--- src/rtl/rx_phy_pkg.sv ---
// Shared definitions for the 8-bit PHY receive path.
//   COM          : K28.5 comma symbol that starts every ordered set
//   lock_state_t : symbol-lock FSM encoding (UNLOCK=0, ACQ=1, LOCKED=2)
//   idx_width()  : bit width of a symbol index within an ordered set
package rx_phy_pkg;

    localparam logic [7:0] COM = 8'hBC;

    typedef enum logic [1:0] {
        UNLOCK = 2'd0,
        ACQ    = 2'd1,
        LOCKED = 2'd2
    } lock_state_t;

    // Ordered sets are at least two symbols long, so one bit is the floor.
    function automatic int idx_width(input int n);
        return (n > 2) ? $clog2(n) : 1;
    endfunction

endpackage

--- src/rtl/rx_sym_stage.sv ---
// Enable-gated output register for the consumed symbol.
//   clk, rst_n : clock, asynchronous active-low reset
//   i_enb      : symbol strobe; outputs load only when high, otherwise hold
//   i_data     : raw byte being consumed
//   i_valid    : lane will be LOCKED after this symbol
//   i_idx      : position of this symbol within its ordered set
//   o_data     : registered byte
//   o_k285     : registered "byte is COM" flag
//   o_valid    : registered lane-valid flag
//   o_idx      : registered symbol index
module rx_sym_stage
    import rx_phy_pkg::*;
#(
    parameter int IDX_W = 2
) (
    input  logic             clk,
    input  logic             rst_n,
    input  logic             i_enb,
    input  logic [7:0]       i_data,
    input  logic             i_valid,
    input  logic [IDX_W-1:0] i_idx,
    output logic [7:0]       o_data,
    output logic             o_k285,
    output logic             o_valid,
    output logic [IDX_W-1:0] o_idx
);

    logic [7:0]       r_data;
    logic             r_k285;
    logic             r_valid;
    logic [IDX_W-1:0] r_idx;

    // NOTE: state registers use non-blocking assignments so every flop samples
    // pre-edge values, independent of the order the blocks are evaluated in.
    always_ff @(posedge clk or negedge rst_n) begin
        if (!rst_n) begin
            r_data  <= '0;
            r_k285  <= 1'b0;
            r_valid <= 1'b0;
            r_idx   <= '0;
        end else if (i_enb) begin
            r_data  <= i_data;
            r_k285  <= (i_data == COM);
            r_valid <= i_valid;
            r_idx   <= i_idx;
        end
    end

    assign o_data  = r_data;
    assign o_k285  = r_k285;
    assign o_valid = r_valid;
    assign o_idx   = r_idx;

endmodule

--- src/rtl/rx_sync_ctrl.sv ---
// Receive-side symbol-lock controller. Acquires ordered-set alignment from
// LOCK_CNT correctly spaced COMs and drops it after ERR_MAX consecutive
// alignment errors. All outputs are registered, one symbol of latency.
//   clk        : clock
//   rst        : asynchronous active-low reset
//   enb        : symbol strobe; one symbol consumed per cycle when high
//   rx_DataE   : incoming byte
//   rx_DataS   : registered consumed byte
//   k285       : consumed byte was COM
//   rx_Valid   : lane is LOCKED after the consumed byte
//   sym_idx    : index of the consumed byte within its ordered set
//   lock_state : FSM state after the consumed byte
//   err_pulse  : one-cycle pulse per alignment error while LOCKED
module rx_sync_ctrl
    import rx_phy_pkg::*;
#(
    parameter int OS_LEN   = 4,
    parameter int LOCK_CNT = 3,
    parameter int ERR_MAX  = 2
) (
    input  logic                         clk,
    input  logic                         rst,
    input  logic                         enb,
    input  logic [7:0]                   rx_DataE,
    output logic [7:0]                   rx_DataS,
    output logic                         k285,
    output logic                         rx_Valid,
    output logic [idx_width(OS_LEN)-1:0] sym_idx,
    output logic [1:0]                   lock_state,
    output logic                         err_pulse
);

    localparam int POS_W = idx_width(OS_LEN);
    localparam int GC_W  = $clog2(LOCK_CNT) + 1;
    localparam int EC_W  = $clog2(ERR_MAX) + 1;

    lock_state_t      r_state, w_nxt_state;
    logic [POS_W-1:0] r_pos, w_nxt_pos, w_pos_inc, w_sym_idx;
    logic [GC_W-1:0]  r_good_cnt, w_nxt_good, w_good_inc;
    logic [EC_W-1:0]  r_err_cnt, w_nxt_err, w_err_inc;
    logic             r_err_pulse, w_err;
    logic             w_is_com, w_at_com_slot;

    assign w_is_com      = (rx_DataE == COM);
    assign w_at_com_slot = (r_pos == '0);
    assign w_pos_inc     = (r_pos == POS_W'(OS_LEN - 1)) ? '0 : r_pos + POS_W'(1);
    assign w_good_inc    = r_good_cnt + GC_W'(1);
    assign w_err_inc     = r_err_cnt + EC_W'(1);

    // NOTE: every signal written here gets a default first, so no path through
    // the case leaves it unassigned and no latch is inferred.
    always_comb begin
        w_nxt_state = r_state;
        w_nxt_pos   = w_pos_inc;
        w_nxt_good  = r_good_cnt;
        w_nxt_err   = r_err_cnt;
        w_err       = 1'b0;
        w_sym_idx   = r_pos;

        unique case (r_state)
            UNLOCK: begin
                if (w_is_com) begin
                    // With LOCK_CNT == 1 the first COM is already enough to lock.
                    w_nxt_state = (LOCK_CNT == 1) ? LOCKED : ACQ;
                    w_nxt_good  = GC_W'(1);
                    w_nxt_err   = '0;
                    w_nxt_pos   = POS_W'(1);
                end else begin
                    w_nxt_pos = '0;
                end
            end
            ACQ: begin
                if (w_at_com_slot && w_is_com) begin
                    w_nxt_good = w_good_inc;
                    if (w_good_inc == GC_W'(LOCK_CNT)) begin
                        w_nxt_state = LOCKED;
                        w_nxt_err   = '0;
                    end
                end else if (w_at_com_slot) begin
                    w_nxt_state = UNLOCK;
                    w_nxt_good  = '0;
                    w_nxt_err   = '0;
                    w_nxt_pos   = '0;
                end else if (w_is_com) begin
                    // Misplaced COM: restart acquisition around this symbol,
                    // which is reported as index 0 of a new ordered set.
                    w_nxt_good = GC_W'(1);
                    w_nxt_pos  = POS_W'(1);
                    w_sym_idx  = '0;
                end
            end
            LOCKED: begin
                if (w_at_com_slot && w_is_com) begin
                    w_nxt_err = '0;
                end else if (w_at_com_slot || w_is_com) begin
                    // Missing or misplaced COM; a misplaced COM never realigns.
                    w_err     = 1'b1;
                    w_nxt_err = w_err_inc;
                    if (w_err_inc == EC_W'(ERR_MAX)) begin
                        w_nxt_state = UNLOCK;
                        w_nxt_good  = '0;
                        w_nxt_err   = '0;
                        w_nxt_pos   = '0;
                    end
                end
            end
            default: begin
                w_nxt_state = UNLOCK;
                w_nxt_good  = '0;
                w_nxt_err   = '0;
                w_nxt_pos   = '0;
            end
        endcase
    end

    always_ff @(posedge clk or negedge rst) begin
        if (!rst) begin
            r_state     <= UNLOCK;
            r_pos       <= '0;
            r_good_cnt  <= '0;
            r_err_cnt   <= '0;
            r_err_pulse <= 1'b0;
        end else if (enb) begin
            r_state     <= w_nxt_state;
            r_pos       <= w_nxt_pos;
            r_good_cnt  <= w_nxt_good;
            r_err_cnt   <= w_nxt_err;
            r_err_pulse <= w_err;
        end else begin
            // Everything holds across an enable gap except the error pulse.
            r_err_pulse <= 1'b0;
        end
    end

    rx_sym_stage #(
        .IDX_W (POS_W)
    ) u_sym_stage (
        .clk     (clk),
        .rst_n   (rst),
        .i_enb   (enb),
        .i_data  (rx_DataE),
        .i_valid (w_nxt_state == LOCKED),
        .i_idx   (w_sym_idx),
        .o_data  (rx_DataS),
        .o_k285  (k285),
        .o_valid (rx_Valid),
        .o_idx   (sym_idx)
    );

    // The state register already holds the state after the last consumed symbol.
    assign lock_state = r_state;
    assign err_pulse  = r_err_pulse;

endmodule
--- config.mk ---
export PLATFORM = sky130hd
export DESIGN_NAME = rx_sync_ctrl
export DESIGN_NICKNAME = d
export VERILOG_FILES = /design/src/rtl/rx_phy_pkg.sv /design/src/rtl/rx_sym_stage.sv /design/src/rtl/rx_sync_ctrl.sv
export SDC_FILE = /design/constraint.sdc
export NUM_CORES = 1
export LEC_CHECK = 0
export ABC_AREA = 1
export BUFFER_PORTS_ARGS = -buffer_cell sky130_fd_sc_hd__buf_2
export CORE_ASPECT_RATIO = 1.5
export CORE_MARGIN = 2
export CORE_UTILIZATION = 50
export CTS_CLUSTER_SIZE = 28
export DETAILED_ROUTE_END_ITERATION = 12
export PLACE_DENSITY = 0.74
export SKIP_CTS_REPAIR_TIMING = 1
export SLEW_MARGIN = 25
export SYNTH_ARGS = -nofsm -noshare
export SYNTH_HDL_FRONTEND = slang
export SYNTH_SLANG_ARGS = --single-unit
--- constraint.sdc ---
create_clock -name clk -period 2.12 [get_ports clk]
set_clock_uncertainty 0.15 [all_clocks]
set_input_delay 0.424 -clock clk [delete_from_list [all_inputs] [get_ports clk]]
set_output_delay 0.424 -clock clk [all_outputs]
set_load 0.1 [all_outputs]
**Yosys cells after proc, flatten, opt, wreduce, memory -nomap -nowiden**

Cells that the tools add are included.

- Input bits: 11
- Flip-flop bits (word level): 22
- Output and inout bits: 15
- Logic and storage cells: 72

- Add/sub/neg operators: 3
- Eq/ne operators: 14
- Muxes and demuxes: 40
- Reduce and logical (&&, ||, !) cells: 6

Operators with widths:

| cell | count |
|---|---|
| 2-bit two-way mux | 25 |
| 3-bit two-way mux | 6 |
| 2-bit case mux with 3 select lines | 3 |
| 3-bit inequality test, second input constant | 3 |
| 3-bit case mux with 3 select lines | 1 |
| 2-bit equality test, second input constant | 4 |
| 8-bit equality test, second input constant | 1 |
| 2-bit inequality test, second input constant | 4 |
| 1-bit two-way mux | 5 |
| 5-bit AND reduction | 1 |
| 2-bit by 1-bit adder with 2-bit output, second input constant | 2 |
| 2-bit zero test | 2 |
| 4-bit AND reduction | 1 |
| 3-bit by 1-bit adder with 3-bit output, second input constant | 1 |
| 3-bit by 2-bit equality test with 1-bit output, second input constant | 1 |
| 2-bit by 1-bit equality test with 1-bit output, second input constant | 1 |
| 1-bit logical AND | 1 |
| 1-bit logical OR | 1 |

**Longest topological paths before layout**

- Depth in word-level cells: 7
- Mapped depth: 14
- Depth with buffers taken out: 14

**Modules after synthesis**

From an unflattened synthesis, not the netlist that was laid out.

- Cells, all modules: 190
- Area total of the unflattened synthesis: 1365.1 µm²

By module, submodules not included:

| module | instances | area each (µm²) | cells an instance | sequential area each (µm²) |
|---|---|---|---|---|
| rx_sync_ctrl | 1 | 863.3 | 134 | 250.2 |
| rx_sym_stage | 1 | 501.7 | 56 | 300.3 |

**Least setup slack after synthesis**

Ideal clock, no wire load.

- Path kind: reg-to-reg
- Start: register r_state[1] (netlist: lock_state[1])
- End: register r_good_cnt[1]
- Period minus slack after synthesis: 2017 ps
- Cell stages (with the launch flop): 10
- Path buffers: 0
- Required time: 1851 ps
- Setup time: 119 ps
- Slack: 103 ps
- Arrival time: 1748 ps
- Cells stage by stage: dfrtp_1 inv_1 nand2_1 nor2_4 nand2_1 o21ai_0 nand2_1 nand2_1 nand2_1 o21ai_2

- Word-level cells in the longest chain between the ends: 3
- Elaborated cells on any way between the ends: 8
- Those cells by class: eq/ne (5); mux (1); reduce/logical (2)

RTL lines:

| element | RTL line | RTL |
|---|---|---|
| start: declaration | rx_sync_ctrl.sv:37 | `lock_state_t r_state, w_nxt_state;` |
| start signal: assignment | rx_sync_ctrl.sv:124 | `r_state <= w_nxt_state;` |
| 2-bit equality test | rx_sync_ctrl.sv:60 | `unique case (r_state)` |
| 2-bit inequality test (no source line) | - |  |
| 4-bit AND reduction (no source line) | - |  |
| end signal: assignment | rx_sync_ctrl.sv:126 | `r_good_cnt <= w_nxt_good;` |
| end: declaration | rx_sync_ctrl.sv:39 | `logic [GC_W-1:0] r_good_cnt, w_nxt_good, w_good_inc;` |

Several ways; a longest one is shown, not always the timed one.
A chain may end at the register's enable or synchronous reset.

**Final worst setup path**

- Start: register r_state[0] (netlist: lock_state[0])
- End: output port lock_state[0]

RTL lines:

| element | RTL line | RTL |
|---|---|---|
| end: declaration | rx_sync_ctrl.sv:29 | `output logic [1:0] lock_state,` |

No word-level cell between the ends.

==> impl_metrics.ini <==
[run_status]
run_status = complete, no violations

[detailed_routing]
ant_nets = 0
dr.pass1.iters = 4
vias = 1109
routed_via_density = 5.231
wl_per_cell_um = 12.00
drc = 0
dr.first_iter.drc_count = 35
drt_wl_total_mm = 2.543

[worst_setup_path]
critPathLaunch = lock_state[0]$_DFFE_PN0P_
crit_arrival_ns = 1.30
crit_fanout = 7
startpoint_type = register
endpoint_kind = primary output
crit_chain = buf_2
critPathBufInv = 1
crit_slowest_cell = dfrtp_1
cp.required_ns = 1.55
path_class = reg -> out
crit_family = flip-flops
crit_path_max_incr_delay_ns = 0.51
regToRegSetupSlack_ns = 0.28
worst_r2r_startpoint = r_pos[1]$_DFFE_PN0P_

[cells_and_area]
final_nets = 210
area_delta_synth_final_pct = 17.07
diodes = 0
finalNonFillerCells = 212
fillers = 212
drive_above_1_share_pct = 21.16

[die]
rows = 21
ios = 26
initial_core_util_pct = 53.21
core_area_um2 = 2260
die_w_um = 44.04
dieHeight_um = 64.06
fp.dieArea_um2 = 2821

[logic_synthesis]
syn_nets = 178
yosys_most_used_dff = dfrtp_1
syn_inst = 159
synth.ff_latch_count = 22
synth-edff-count = 0
synthDistinctLibCells = 23
async_flop_share_pct = 100.0
yosys_warnings = 0
netlist_area_um2 = 1202
ys_seq_area_share_pct = 45.79
syn_area_per_cell_um2 = 7.562

[clocking]
numCtsBuffers = 3
cts_sinks = 22
htreeDepth = 1
cts_max_path_buffers = 2
clkTransAtPathRegs_ns = 0.11
clkLatencyLatePin_ns = 0.30
root_buffer = clkbuf_4
cts_tree = built

[hold_path]
hold_path.class = in -> reg
min_from = rx_DataE[5]

[timing]
grt_setup_unrepaired = false
setup_viol = 0
tns_ns = 0
fin_crit_sh_pct = 88.36
finalCriticalPeriod_ns = 1.873
setup_ws_ns = 0.2468
maxSlewHeadroom_pct = 67.18
slew_violations = 0
worstMarginPinSlew_ns = 0.4923
final-hold-violation-count = 0
fmax_ghz = 0.5338

[pwr]
total_power_mw = 1.192
p_leak_nw = 0.7864
peakVddDrop_v = 0.0006131
power_density_nw_per_um2 = 847.1

[place]
dp.cells = 208
port_buffers = 25
gp_congestion = 0.9090
post-place-ws_ns = 0.02181
hpwl_mm = 1.972

[global_routing]
grt_first_pass_wirelength_mm = 4.505
grt_max_degree = 23
overflow = 0
antenna_found_initial = 0
grtUsageTotal_pct = 21.23
grt_pass1_vias = 1104

[job]
drv_cap = 0
## report_power, final
part / total (mW) / internal, mW / switching (mW)
registers: 0.514 / 0.475 / 0.0385
logic: 0.492 / 0.108 / 0.384
clock network: 0.186 / 0.0664 / 0.120
total: 1.19 / 0.650 / 0.543
## state kept, by name, summed over array words and instances, names as in the netlist
register / flops
r_err_cnt: 2
r_pos: 2
u_sym_stage.o_data: 8
u_sym_stage.o_k285: 1
err_pulse: 1
r_good_cnt: 3
u_sym_stage.o_idx: 2
lock_state: 2
u_sym_stage.o_valid: 1
## synth_stat cells, types with 2 or more instances
library cell,count,area share [%]
nand2_1,65,20
dfrtp_1,22,46
inv_1,15,4.7
nor2_1,11,3.4
nand3_1,9,3.7
ha_1,8,8.3
o21ai_0,8,3.3
a21oi_1,3,1.2
inv_2,2,0.62
nor3_1,2,0.83
o21ai_2,2,1.5
## placed cells by master, fill, tap and decap left out
master,instances
a21oi_1,3
buf_2,25
buf_4,4
clkbuf_4,3
clkinv_1,1
dfrtp_1,22
dlygate4sd3_1,1
ha_1,7
ha_2,1
inv_1,15
inv_2,2
nand2_1,65
nand2_2,1
nand3_1,9
nand4_1,1
nor2_1,11
nor2_2,1
nor2_4,1
nor3_1,2
o211ai_1,1
o21ai_0,8
o21ai_1,1
o21ai_2,2
or2_1,1
xnor2_1,1
## metrics by stage
step	hold WS, ns	utilization [%]	instance area, um^2
after floorplan	-0.02159	-	1202
after global placement	0.2613	60.74	1373
after detailed placement	0.2681	60.74	1373
after CTS	-0.08289	61.74	1395
after global routing	0.1739	62.29	1408
final	0.1739	62.29	1408
## worst min-delay path, stage by stage
cell,delay [ns]
buf_2,0.08
nand2_1,0.04
nand2_1,0.05
## cells by family (layout without fill, tap and decap cells)
logic type      after synthesis  after routing  synth area share, %
compound gates               15             15                7.076
xor+xnor                      1              1               0.7285
fa+ha+maj                     8              8                8.325
buf+inv                      21             51                6.762
flops                        22             22                45.79
simple gates                 92             92                31.32
## final cells by class
type                    instances  area (um^2)  share of cell area, %
inverters                      18        67.56                  4.800
multi-input cells             116        573.1                  40.71
flip-flops and latches         22        550.5                  39.11
clock buffers                   3        22.52                  1.600
repair buffers                 30        165.2                  11.73
well taps                      23        28.78                  2.044
## path summary, 6_finish.rpt
kind	to	depth (start not counted)
min in group asynchronous	r_err_cnt[1]$_DFFE_PN0P_	2
min reg2reg	u_sym_stage.o_data[3]$_DFFE_PN0P_	2
max in group asynchronous	lock_state[1]$_DFFE_PN0P_	2
max	lock_state[0]	1
max reg2reg	r_good_cnt[1]$_DFFE_PN0P_	10
min	u_sym_stage.o_data[5]$_DFFE_PN0P_	3
## per-layer routing
metal	GRT usage [%]	wire length [um]	vias up	share of wire, %
met5	0	0	-	0
met4	12.12	87	0	3.4
met3	1.977	118	9	4.6
met2	37.13	1308	40	51
met1	24.04	1028	502	40
li1	-	-	558	-
Power figures use the tool's default switching activity.
